`config.mk`:
```
export PLATFORM = sky130hd
export DESIGN_NAME = hazard_ctrl_flat
export DESIGN_NICKNAME = d
export VERILOG_FILES = /design/src/rtl/hazard_ctrl_pkg.sv /design/src/rtl/hazard_ctrl_if.sv /design/src/rtl/hazard_ctrl_sat_counter.sv /design/src/rtl/hazard_ctrl.sv /design/src/flat_wrapper.sv
export SDC_FILE = /design/constraint.sdc
export NUM_CORES = 1
export LEC_CHECK = 0
export ABC_AREA = 1
export BUFFER_PORTS_ARGS = -buffer_cell sky130_fd_sc_hd__buf_2
export CORE_MARGIN = 4
export CORE_UTILIZATION = 45
export DETAILED_ROUTE_END_ITERATION = 8
export GPL_TIMING_DRIVEN = 1
export MAX_ROUTING_LAYER = met4
export PLACE_DENSITY = 0.69
export SLEW_MARGIN = 20
export SYNTH_ARGS = -nofsm -noshare
export SYNTH_HDL_FRONTEND = slang
export SYNTH_HIERARCHICAL = 1
export SYNTH_SLANG_ARGS = --single-unit
```
`constraint.sdc`:
```
create_clock -name clk -period 2.8 [get_ports clk]
set_input_delay 0.56 -clock clk [delete_from_list [all_inputs] [get_ports clk]]
set_output_delay 0.56 -clock clk [all_outputs]
set_load 0.02 [all_outputs]
```
`src/rtl/hazard_ctrl_pkg.sv`:
```
// Shared definitions for the pipeline hazard controller.
package hazard_ctrl_pkg;

    typedef enum logic [1:0] {
        RUN   = 2'd0,
        MWAIT = 2'd1,
        HALT  = 2'd2
    } state_t;

endpackage

```
`src/rtl/hazard_ctrl_if.sv`:
```
// Hazard inputs from the pipeline and the register-control outputs it receives back.
interface hazard_ctrl_if #(
    parameter int CNT_W = 32
);

    logic [4:0]       Rs1D;
    logic [4:0]       Rs2D;
    logic [1:0]       RegReadD;
    logic [4:0]       RdE;
    logic [2:0]       RegWriteE;
    logic             MemToRegE;
    logic             JalD;
    logic             BranchTakenE;
    logic             JalrE;
    logic             MemReqM;
    logic             dmem_ready;

    logic             StallPC;
    logic             IFID_en;
    logic             IFID_clear;
    logic             IDEX_en;
    logic             IDEX_clear;
    logic             EXMEM_en;
    logic             halted;
    logic [CNT_W-1:0] stall_cnt;
    logic [CNT_W-1:0] flush_cnt;

    modport master (
        output Rs1D, Rs2D, RegReadD, RdE, RegWriteE, MemToRegE,
               JalD, BranchTakenE, JalrE, MemReqM, dmem_ready,
        input  StallPC, IFID_en, IFID_clear, IDEX_en, IDEX_clear,
               EXMEM_en, halted, stall_cnt, flush_cnt
    );

    modport slave (
        input  Rs1D, Rs2D, RegReadD, RdE, RegWriteE, MemToRegE,
               JalD, BranchTakenE, JalrE, MemReqM, dmem_ready,
        output StallPC, IFID_en, IFID_clear, IDEX_en, IDEX_clear,
               EXMEM_en, halted, stall_cnt, flush_cnt
    );

endinterface

```
`src/rtl/hazard_ctrl_sat_counter.sv`:
```
// Saturating up-counter used for the stall and flush performance counters.
module sat_counter #(
    parameter int CNT_W = 32
) (
    input  logic             clk,
    input  logic             rst_n,
    input  logic             inc,
    output logic [CNT_W-1:0] cnt
);

    localparam logic [CNT_W-1:0] ONE = {{(CNT_W-1){1'b0}}, 1'b1};

    always_ff @(posedge clk or negedge rst_n) begin
        if (!rst_n) begin
            cnt <= '0;
        end else if (inc && (cnt != '1)) begin
            cnt <= cnt + ONE;
        end
    end

endmodule

```
`src/rtl/hazard_ctrl.sv`:
```
// Pipeline hazard/stall controller: load-use bubbles, control-flow squashes,
// dmem-wait freezes with timeout halt, and saturating stall/flush counters.
module hazard_ctrl
    import hazard_ctrl_pkg::*;
#(
    parameter int TIMEOUT = 64,
    parameter int CNT_W   = 32
) (
    input logic         clk,
    input logic         rst_n,
    hazard_ctrl_if.slave hz
);

    localparam int             WW   = $clog2(TIMEOUT) + 1;
    localparam logic [WW-1:0]  WLIM = WW'(TIMEOUT - 1);
    localparam logic [WW-1:0]  WONE = WW'(1);

    state_t        state;
    logic [WW-1:0] wcnt;
    logic          lu;
    logic          mw;
    logic          ctl;
    logic          stall_inc;
    logic          flush_inc;

    always_comb begin
        lu  = hz.MemToRegE && (|hz.RegWriteE) && (hz.RdE != 5'd0) &&
              ((hz.RegReadD[1] && (hz.Rs1D == hz.RdE)) ||
               (hz.RegReadD[0] && (hz.Rs2D == hz.RdE)));
        mw  = hz.MemReqM && !hz.dmem_ready;
        ctl = hz.BranchTakenE || hz.JalrE;

        hz.StallPC    = 1'b0;
        hz.IFID_en    = 1'b1;
        hz.IFID_clear = 1'b0;
        hz.IDEX_en    = 1'b1;
        hz.IDEX_clear = 1'b0;
        hz.EXMEM_en   = 1'b1;
        hz.halted     = (state == HALT);

        // Highest-priority condition wins; a dmem wait masks any pending ctl/lu until release.
        if (!rst_n) begin
            hz.IFID_clear = 1'b1;
            hz.IDEX_clear = 1'b1;
        end else if ((state == HALT) || mw) begin
            hz.StallPC  = 1'b1;
            hz.IFID_en  = 1'b0;
            hz.IDEX_en  = 1'b0;
            hz.EXMEM_en = 1'b0;
        end else if (ctl) begin
            hz.IFID_clear = 1'b1;
            hz.IDEX_clear = 1'b1;
        end else if (lu) begin
            hz.StallPC    = 1'b1;
            hz.IFID_en    = 1'b0;
            hz.IDEX_clear = 1'b1;
        end else if (hz.JalD) begin
            hz.IFID_clear = 1'b1;
        end

        stall_inc = rst_n && (hz.StallPC || !hz.IDEX_en);
        flush_inc = rst_n && (hz.IFID_clear || hz.IDEX_clear);
    end

    // wcnt counts consecutive wait cycles including the one that left RUN.
    always_ff @(posedge clk or negedge rst_n) begin
        if (!rst_n) begin
            state <= RUN;
            wcnt  <= '0;
        end else begin
            case (state)
                RUN: begin
                    if (mw) begin
                        state <= MWAIT;
                        wcnt  <= WONE;
                    end
                end
                MWAIT: begin
                    if (!mw) begin
                        state <= RUN;
                        wcnt  <= '0;
                    end else if (wcnt == WLIM) begin
                        state <= HALT;
                    end else begin
                        wcnt <= wcnt + WONE;
                    end
                end
                HALT: begin
                    state <= HALT;
                end
                default: begin
                    state <= RUN;
                    wcnt  <= '0;
                end
            endcase
        end
    end

    sat_counter #(.CNT_W(CNT_W)) u_stall_cnt (
        .clk   (clk),
        .rst_n (rst_n),
        .inc   (stall_inc),
        .cnt   (hz.stall_cnt)
    );

    sat_counter #(.CNT_W(CNT_W)) u_flush_cnt (
        .clk   (clk),
        .rst_n (rst_n),
        .inc   (flush_inc),
        .cnt   (hz.flush_cnt)
    );

endmodule

```
`src/flat_wrapper.sv`:
```
// flat-port wrapper written by rule: the top's interface ports become plain ports
module hazard_ctrl_flat import hazard_ctrl_pkg::*;
#(
    parameter int TIMEOUT = 64,
    parameter int CNT_W   = 32
)
  (clk, rst_n, hz_Rs1D, hz_Rs2D, hz_RegReadD, hz_RdE, hz_RegWriteE, hz_MemToRegE, hz_JalD, hz_BranchTakenE, hz_JalrE, hz_MemReqM, hz_dmem_ready, hz_StallPC, hz_IFID_en, hz_IFID_clear, hz_IDEX_en, hz_IDEX_clear, hz_EXMEM_en, hz_halted, hz_stall_cnt, hz_flush_cnt);
  hazard_ctrl_if #(.CNT_W(CNT_W)) hz_i ();
  input logic clk;
  input logic rst_n;
  input wire logic [$bits(hz_i.Rs1D)-1:0] hz_Rs1D;
  input wire logic [$bits(hz_i.Rs2D)-1:0] hz_Rs2D;
  input wire logic [$bits(hz_i.RegReadD)-1:0] hz_RegReadD;
  input wire logic [$bits(hz_i.RdE)-1:0] hz_RdE;
  input wire logic [$bits(hz_i.RegWriteE)-1:0] hz_RegWriteE;
  input wire logic [$bits(hz_i.MemToRegE)-1:0] hz_MemToRegE;
  input wire logic [$bits(hz_i.JalD)-1:0] hz_JalD;
  input wire logic [$bits(hz_i.BranchTakenE)-1:0] hz_BranchTakenE;
  input wire logic [$bits(hz_i.JalrE)-1:0] hz_JalrE;
  input wire logic [$bits(hz_i.MemReqM)-1:0] hz_MemReqM;
  input wire logic [$bits(hz_i.dmem_ready)-1:0] hz_dmem_ready;
  output wire logic [$bits(hz_i.StallPC)-1:0] hz_StallPC;
  output wire logic [$bits(hz_i.IFID_en)-1:0] hz_IFID_en;
  output wire logic [$bits(hz_i.IFID_clear)-1:0] hz_IFID_clear;
  output wire logic [$bits(hz_i.IDEX_en)-1:0] hz_IDEX_en;
  output wire logic [$bits(hz_i.IDEX_clear)-1:0] hz_IDEX_clear;
  output wire logic [$bits(hz_i.EXMEM_en)-1:0] hz_EXMEM_en;
  output wire logic [$bits(hz_i.halted)-1:0] hz_halted;
  output wire logic [$bits(hz_i.stall_cnt)-1:0] hz_stall_cnt;
  output wire logic [$bits(hz_i.flush_cnt)-1:0] hz_flush_cnt;
  assign hz_i.Rs1D = hz_Rs1D;
  assign hz_i.Rs2D = hz_Rs2D;
  assign hz_i.RegReadD = hz_RegReadD;
  assign hz_i.RdE = hz_RdE;
  assign hz_i.RegWriteE = hz_RegWriteE;
  assign hz_i.MemToRegE = hz_MemToRegE;
  assign hz_i.JalD = hz_JalD;
  assign hz_i.BranchTakenE = hz_BranchTakenE;
  assign hz_i.JalrE = hz_JalrE;
  assign hz_i.MemReqM = hz_MemReqM;
  assign hz_i.dmem_ready = hz_dmem_ready;
  assign hz_StallPC = hz_i.StallPC;
  assign hz_IFID_en = hz_i.IFID_en;
  assign hz_IFID_clear = hz_i.IFID_clear;
  assign hz_IDEX_en = hz_i.IDEX_en;
  assign hz_IDEX_clear = hz_i.IDEX_clear;
  assign hz_EXMEM_en = hz_i.EXMEM_en;
  assign hz_halted = hz_i.halted;
  assign hz_stall_cnt = hz_i.stall_cnt;
  assign hz_flush_cnt = hz_i.flush_cnt;
  hazard_ctrl #(.TIMEOUT(TIMEOUT), .CNT_W(CNT_W)) u_core (.clk(clk), .rst_n(rst_n), .hz(hz_i));
endmodule
```
==> results of run 1 <==
==> cells in the mapped netlist, drive strengths merged, types with 3 or more instances <==
| cell | count | area [um^2] |
|---|---|---|
| o21ai | 9 | 45.0 |
| nor2 | 137 | 589 |
| ha | 3 | 37.5 |
| nand3b | 17 | 128 |
| xor2 | 3 | 26.3 |
| xnor2 | 14 | 123 |
| buf | 12 | 131 |
| nand3 | 56 | 303 |
| nand4 | 20 | 125 |
| dfrtp | 73 | 1830 |
| a21oi | 5 | 36.3 |
| nand2 | 358 | 1420 |
| inv | 88 | 330 |
| nor3 | 5 | 25.0 |
==> worst max-delay path, cell delays in order (launching register included) <==
cell	delay, ns
dfrtp_1	0.37
inv_1	0.09
nor2_1	0.06
inv_1	0.12
nand2_1	0.08
inv_1	0.07
nor2_1	0.04
inv_1	0.10
nand3_1	0.12
a21oi_1	0.22
inv_1	0.10
nor2_1	0.26
nand2_1	0.12
nor2_1	0.31
nand3_1	0.12
nand2_1	0.08
nand2_1	0.04
==> registers in the layout, summed over array words and instances (netlist names) <==
| name | cells |
|---|---|
| u_core/u_flush_cnt/cnt | 32 |
| u_core/u_stall_cnt/cnt | 32 |
| u_core/wcnt | 7 |
| u_core/state | 2 |
==> metal layers <==
layer  vias up  wire [um]  track usage [%]
met2       145       6400             34.6
li1       2714          -                -
met5         -          0                -
met4         0        304             8.61
met1      2356       6170             27.5
met3        26        756             3.66
==> power groups by stage <==
| stage | logic (mW) | clock network, mW | registers (mW) |
|---|---|---|---|
| 6_report | 0.392 | 1.25 | 1.20 |
| 5_1_grt | 0.440 | 1.34 | 1.22 |
| 4_1_cts | 0.397 | 1.29 | 1.20 |
| 3_5_place_dp | 0.396 | 0 | 1.22 |
| 3_3_place_gp | 0.391 | 0 | 1.23 |
| 2_1_floorplan | 0.189 | 0 | 1.28 |
==> cell type report <==
type                    instances  share of cell area (%)
inverters                      88                    5.40
clock inverters                 1                   0.491
well taps                     143                    2.92
clock buffers                  15                    4.87
multi-input cells             635                    47.7
repair buffers                104                    8.79
flip-flops and latches         73                    29.9
==> metrics by stage <==
step | setup WS [ns] | instances | utilization [%] | hold WS, ns | total power, mW
after global routing | 0.0264 | 1059 | 53.8 | 0.531 | 2.99
after CTS | 0.382 | 1059 | 53.8 | 0.514 | 2.89
after floorplan | 0.0945 | 808 | - | 0.264 | 1.47
final | 0.396 | 1059 | 53.8 | 0.499 | 2.85
after global placement | 0.179 | 1043 | 50.9 | 0.492 | 1.62
after detailed placement | 0.127 | 1043 | 50.9 | 0.505 | 1.62
==> worst min path at each step <==
stage / from / to / depth (start not counted) / slack, ns
2_1_floorplan: rst_n / u_core/state[0] / 0 / 0.26
3_3_place_gp: u_core/state[0] / u_core/state[0] / 1 / 0.49
3_5_place_dp: u_core/wcnt[6] / u_core/wcnt[6] / 2 / 0.50
4_1_cts: u_core/state[0] / u_core/state[0] / 1 / 0.51
5_1_grt: u_core/state[0] / u_core/state[0] / 1 / 0.53
6_report: rst_n / u_core/u_flush_cnt/cnt[9] / 2 / 0.50
==> logic make-up after synthesis <==
family                     after synthesis
and+or+nand+nor                        596
buffers and inverters                  100
DFF                                     73
AOI/OAI and AO/OA                       19
xor gates and xnor gates                17
adders and majority gates                3
==> metrics.csv, run 1 <==
metric,value,unit
ant diodes,0,
area delta synth->final,17.5,%
Placed Area,5790,um^2
mux contribution to synthesized area,0,%
Max Cap Viol,0,
IO buf count,98,
"commonest non-fill, non-tap cell in the layout",nand2_1,
Seq pwr share,42.3,%
Worst Skew,0.00882,ns
Yosys reg bits,73,
grt total ovfl,0,
number of synthesized flops with an enable pin,0,
Die Wd,116,um
ANT nets after route,0,
distinct cell type count after synthesis,31,
Routed WL,13.6,mm
FF+latch area,1830,um^2
Hold Buf Count CTS,0,
share of cells above drive strength 1,17.9,%
largest net degree at the start of global routing,74,
fraction of registers with async set/reset,100,%
core footprint,11400,um^2
CTS tree,done,
cells after synthesis,808,
clock slew at reported path FFs,0.06,ns
via/cell ratio,4.95,
vias in the first global route,4658,
I/O pin total,99,
Compound-Gate Fraction of Synth Area,2.28,%
fraction of the cycle the final worst path needs,85.9,%
"setup slack, reg-to-reg",0.40,ns
hpwl dp,10.3,mm
# setup viols final,0,
Via Count,5241,
largest family of logic cells by synthesized area,simple AND/OR/NAND/NOR gates,
post-synthesis xor/xnor area fraction,2.86,%
PD cells,465,nW/um^2
Setup TNS Final,0,ns
Post-CTS Setup Inserts,0,
Hold/Removal Path Class,input port to asynchronous set/reset pin,
switching power total,780,uW
post-synth net total,839,
combinational cell fraction of total power,13.8,%
Slew @ Worst Pin,0.913,ns
All-Layer GR Usage,21.7,%
r2r worst-path depth,16,
Hold Fails Final Rpt,0,
Root Buffer,clkbuf_16,
detailed-route DRC error count,0,
clock share of power,43.9,%
leakage power,3.07,nW
Multi-input gate area,2920,um^2
global-route wire length before repair,22.4,mm
worst skew pair latency,0.34,ns
GPL Wtd Cong,0.932,
crit path to,u_core/u_flush_cnt/cnt[22],
TritonCTS Sinks,73,
status,completed,
number of fill cells,1172,
critical path endpoint category,register,
post-route design area,6120,um^2
top_reg_cell synth,dfrtp_1,
Syn. warnings,6,
maximum vdd drop,367,uV
RSZ-0062 raised after global routing,no,
Simple-Gate Fraction of Synth Area,50.2,%
slew margin rel.,39.1,%
final period demand of the worst path,2.40,ns
# resized after CTS,0,
RR Startpoint,u_core/state[1],
most frequent cells in the layout,"336 x nand2_1, 123 x nor2_1, 97 x buf_2",
design internal power,2.07,mW
die height,116,um
First-pass DRT Iterations,5,
Starting Density,45.8,%
Adder-Cell Fraction of Synth Area,0.721,%
initial antenna violation count,0,
CTS Buffer Depth,2,
crit path from,u_core/state[1],
fmax,0.416,GHz
CP Max Fanout,5,
max-slew violations,0,
Critical Path RT,3.03,ns
DRT iter0 DRCs,427,
Rows,39,
TritonCTS Buffers,9,
nets@finish,942,
mean post-synth cell area,6.44,um^2
sequential share of the synthesized area,35.1,%
startpoint types,register,
Crit Path Class,register to register,
mapped cell area,5210,um^2
htree depth,3,
Reg-to-Reg End,u_core/u_flush_cnt/cnt[22],
Routed WL per cell,12.9,um
CP Data Arrival Time,2.64,ns
Die ar.,13400,um^2
Net Sw Frac,27.4,%
Note: power is estimated with default switching activity, not from simulation.
==> run 2, diff against run 1 <==
--- a/config.mk
+++ b/config.mk
@@ -7,7 +7,7 @@
 export LEC_CHECK = 0
 export ABC_AREA = 1
 export BUFFER_PORTS_ARGS = -buffer_cell sky130_fd_sc_hd__buf_2
-export CORE_MARGIN = 4
+export CORE_MARGIN = 10
 export CORE_UTILIZATION = 45
 export DETAILED_ROUTE_END_ITERATION = 8
 export GPL_TIMING_DRIVEN = 1
==> run 2 against run 1 <==
  * Sequential share of layout area up 0.15 points
  * Total power down 3.9%
  * Combinational power about the same
  * Clock-buffer cell count down 4
  * Clock power down 9%
  * Critical path depth unchanged
  * Largest cell class unchanged
==> metrics.csv, run 2 (same netlist as run 1, synthesis figures left out) <==
metric,value,unit,change
All-Layer GR Usage,17.8,%,was 21.7%
First-pass DRT Iterations,5,,unchanged
CP Data Arrival Time,2.62,ns,was 2.64 ns
htree depth,3,,unchanged
status,completed,,unchanged
Via Count,5247,,"was 5,241"
TritonCTS Sinks,73,,unchanged
Die ar.,16300,um^2,"was 13,400 um^2"
GRT busiest layer,met2,,unchanged
Routed WL,14.0,mm,was 13.6 mm
met3 usage,3.18,%,was 3.66%
Setup TNS Final,0,ns,unchanged
DRT iter0 DRCs,470,,was 427
Worst path slowest cell,dfrtp_1,,unchanged
Buf/Inv on CP,5,,unchanged
max incr delay on CP,0.37,ns,about the same
# resized after CTS,0,,unchanged
nets@finish,943,,was 942
Slew @ Worst Pin,0.579,ns,was 0.913 ns
slew margin rel.,61.4,%,was 39.1%
TritonCTS Buffers,9,,unchanged
# setup viols final,0,,unchanged
Max Cap Viol,0,,unchanged
grt total ovfl,0,,unchanged
leakage power,3.05,nW,was 3.07 nW
largest net degree at the start of global routing,46,,was 74
"commonest non-fill, non-tap cell in the layout",nand2_1,,unchanged
Root Buffer,clkbuf_16,,unchanged
area delta synth->final,16.9,%,was 17.5%
Die Wd,128,um,was 116 um
Hold Buf Count CTS,0,,unchanged
cell family with most CP delay,simple AND/OR/NAND/NOR gates,,unchanged
met2 usage,28.7,%,was 34.6%
share of cells above drive strength 1,17.9,%,about the same
PD cells,450,nW/um^2,was 465 nW/um^2
fmax,0.418,GHz,was 0.416 GHz
Top Registers,"u_core/u_flush_cnt/cnt: 32 flops, u_core/u_stall_cnt/cnt: 32 flops, u_core/wcnt: 7 flops",,unchanged
die height,128,um,was 116 um
Hold Fails Final Rpt,0,,unchanged
final period demand of the worst path,2.39,ns,was 2.40 ns
Crit Path Class,register to register,,unchanged
vias in the first global route,4843,,"was 4,658"
Routed WL per cell,13.2,um,was 12.9 um
CP Max Fanout,6,,was 5
hpwl dp,10.7,mm,was 10.3 mm
ant diodes,0,,unchanged
most frequent cells in the layout,"336 x nand2_1, 123 x nor2_1, 97 x buf_2",,unchanged
core footprint,11400,um^2,unchanged
max-slew violations,0,,unchanged
critical path endpoint category,register,,unchanged
startpoint types,register,,unchanged
global-route wire length before repair,23.2,mm,was 22.4 mm
met1 global-route usage,21.6,%,was 27.5%
Rows,39,,unchanged
CP Cell Sequence,inv_1 > nor2_1 > inv_1 > nand2_1 > inv_1 > nor2_1 > inv_1 > nand3_1 > a21oi_1 > inv_1 > nor2_1 > nand2_1 > nor2_1 > nand3_1 > nand2_1 > nand2_1,,unchanged
Starting Density,45.8,%,unchanged
Critical Path RT,3.03,ns,about the same
fin util,53.5,%,was 53.8%
via/cell ratio,4.95,,about the same
clock slew at reported path FFs,0.06,ns,about the same
Hold/Removal Path Class,input port to asynchronous set/reset pin,,unchanged
detailed-route DRC error count,0,,unchanged
IO buf count,98,,unchanged
Worst Skew,0.00601,ns,was 0.00882 ns
RSZ-0062 raised after global routing,no,,unchanged
worst skew pair latency,0.34,ns,about the same
I/O pin total,99,,unchanged
Post-CTS Setup Inserts,0,,unchanged
ANT nets after route,0,,unchanged
CP most frequent cell,inv_1,,unchanged
maximum vdd drop,396,uV,was 367 uV
GPL Wtd Cong,0.943,,was 0.932
initial antenna violation count,0,,unchanged
fraction of the cycle the final worst path needs,85.4,%,was 85.9%
CTS tree,done,,unchanged
CTS Buffer Depth,2,,unchanged
[run 2: cell types whose count changed in the layout (fill, tap and decap cells not counted)]
cell / before / now
clkinv_2: 0 / 2
clkbuf_8: 5 / 0
clkinvlp_4: 0 / 1
buf_4: 7 / 8
clkinv_4: 0 / 1
clkbuf_1: 1 / 2
[run 2: path summary, 6_finish.rpt]
path                                 startpoint                          to  slack (ns)  cells after the start
worst max-delay path            u_core/state[1]  u_core/u_flush_cnt/cnt[18]        0.41                     16
worst min-delay path                      rst_n              u_core/wcnt[1]        0.25                      2
worst max register to register  u_core/state[1]  u_core/u_flush_cnt/cnt[18]        0.41                     16
worst min register to register  u_core/state[0]             u_core/state[0]        0.49                      1
max in group asynchronous                 rst_n  u_core/u_stall_cnt/cnt[16]        2.06                      2
min in group clk                u_core/state[0]             u_core/state[0]        0.49                      1
[run 2: where the power goes]
part	total [mW]	internal, mW	switching, mW
Combinational	0.393	0.144	0.249
Sequential	1.21	1.11	0.0953
Clock	1.14	0.688	0.449
Total	2.74	1.94	0.793
[run 2: layout make-up]
class	count	area (um^2)
well taps	143	179
inverters	88	330
clock buffers	11	233
flip-flops and latches	73	1830
multi-input cells	635	2920
fillers	1155	5280
repair buffers	105	546
clock inverters	5	56.3
[run 2: per-stage QoR]
step / hold slack [ns] / std cells / setup slack (ns) / cell area, um^2 / power [mW]
global placement: 0.491 / 1044 / 0.253 / 5800 / 1.62
floorplan: 0.264 / 808 / 0.0945 / 5210 / 1.47
detailed placement: 0.491 / 1044 / 0.162 / 5800 / 1.62
CTS: 0.270 / 1060 / 0.397 / 6090 / 2.78
global route: 0.289 / 1060 / 0.0726 / 6090 / 2.87
finish: 0.254 / 1060 / 0.409 / 6090 / 2.74
[run 2: per-layer routing]
layer	wire length [um]	part of all wire [%]	up-vias
met5	0	0	-
met4	295	2.1	0
met3	718	5.1	19
met2	6680	48	144
met1	6280	45	2377
li1	-	-	2707
[run 2: worst register-to-register path: cells and delay by family (launching register included)]
kind	cells	cell delay (ns)
DFF	1	0.37
and+or+nand+nor	10	1.16
buffers and inverters	5	0.51
AOI/OAI and AO/OA	1	0.24
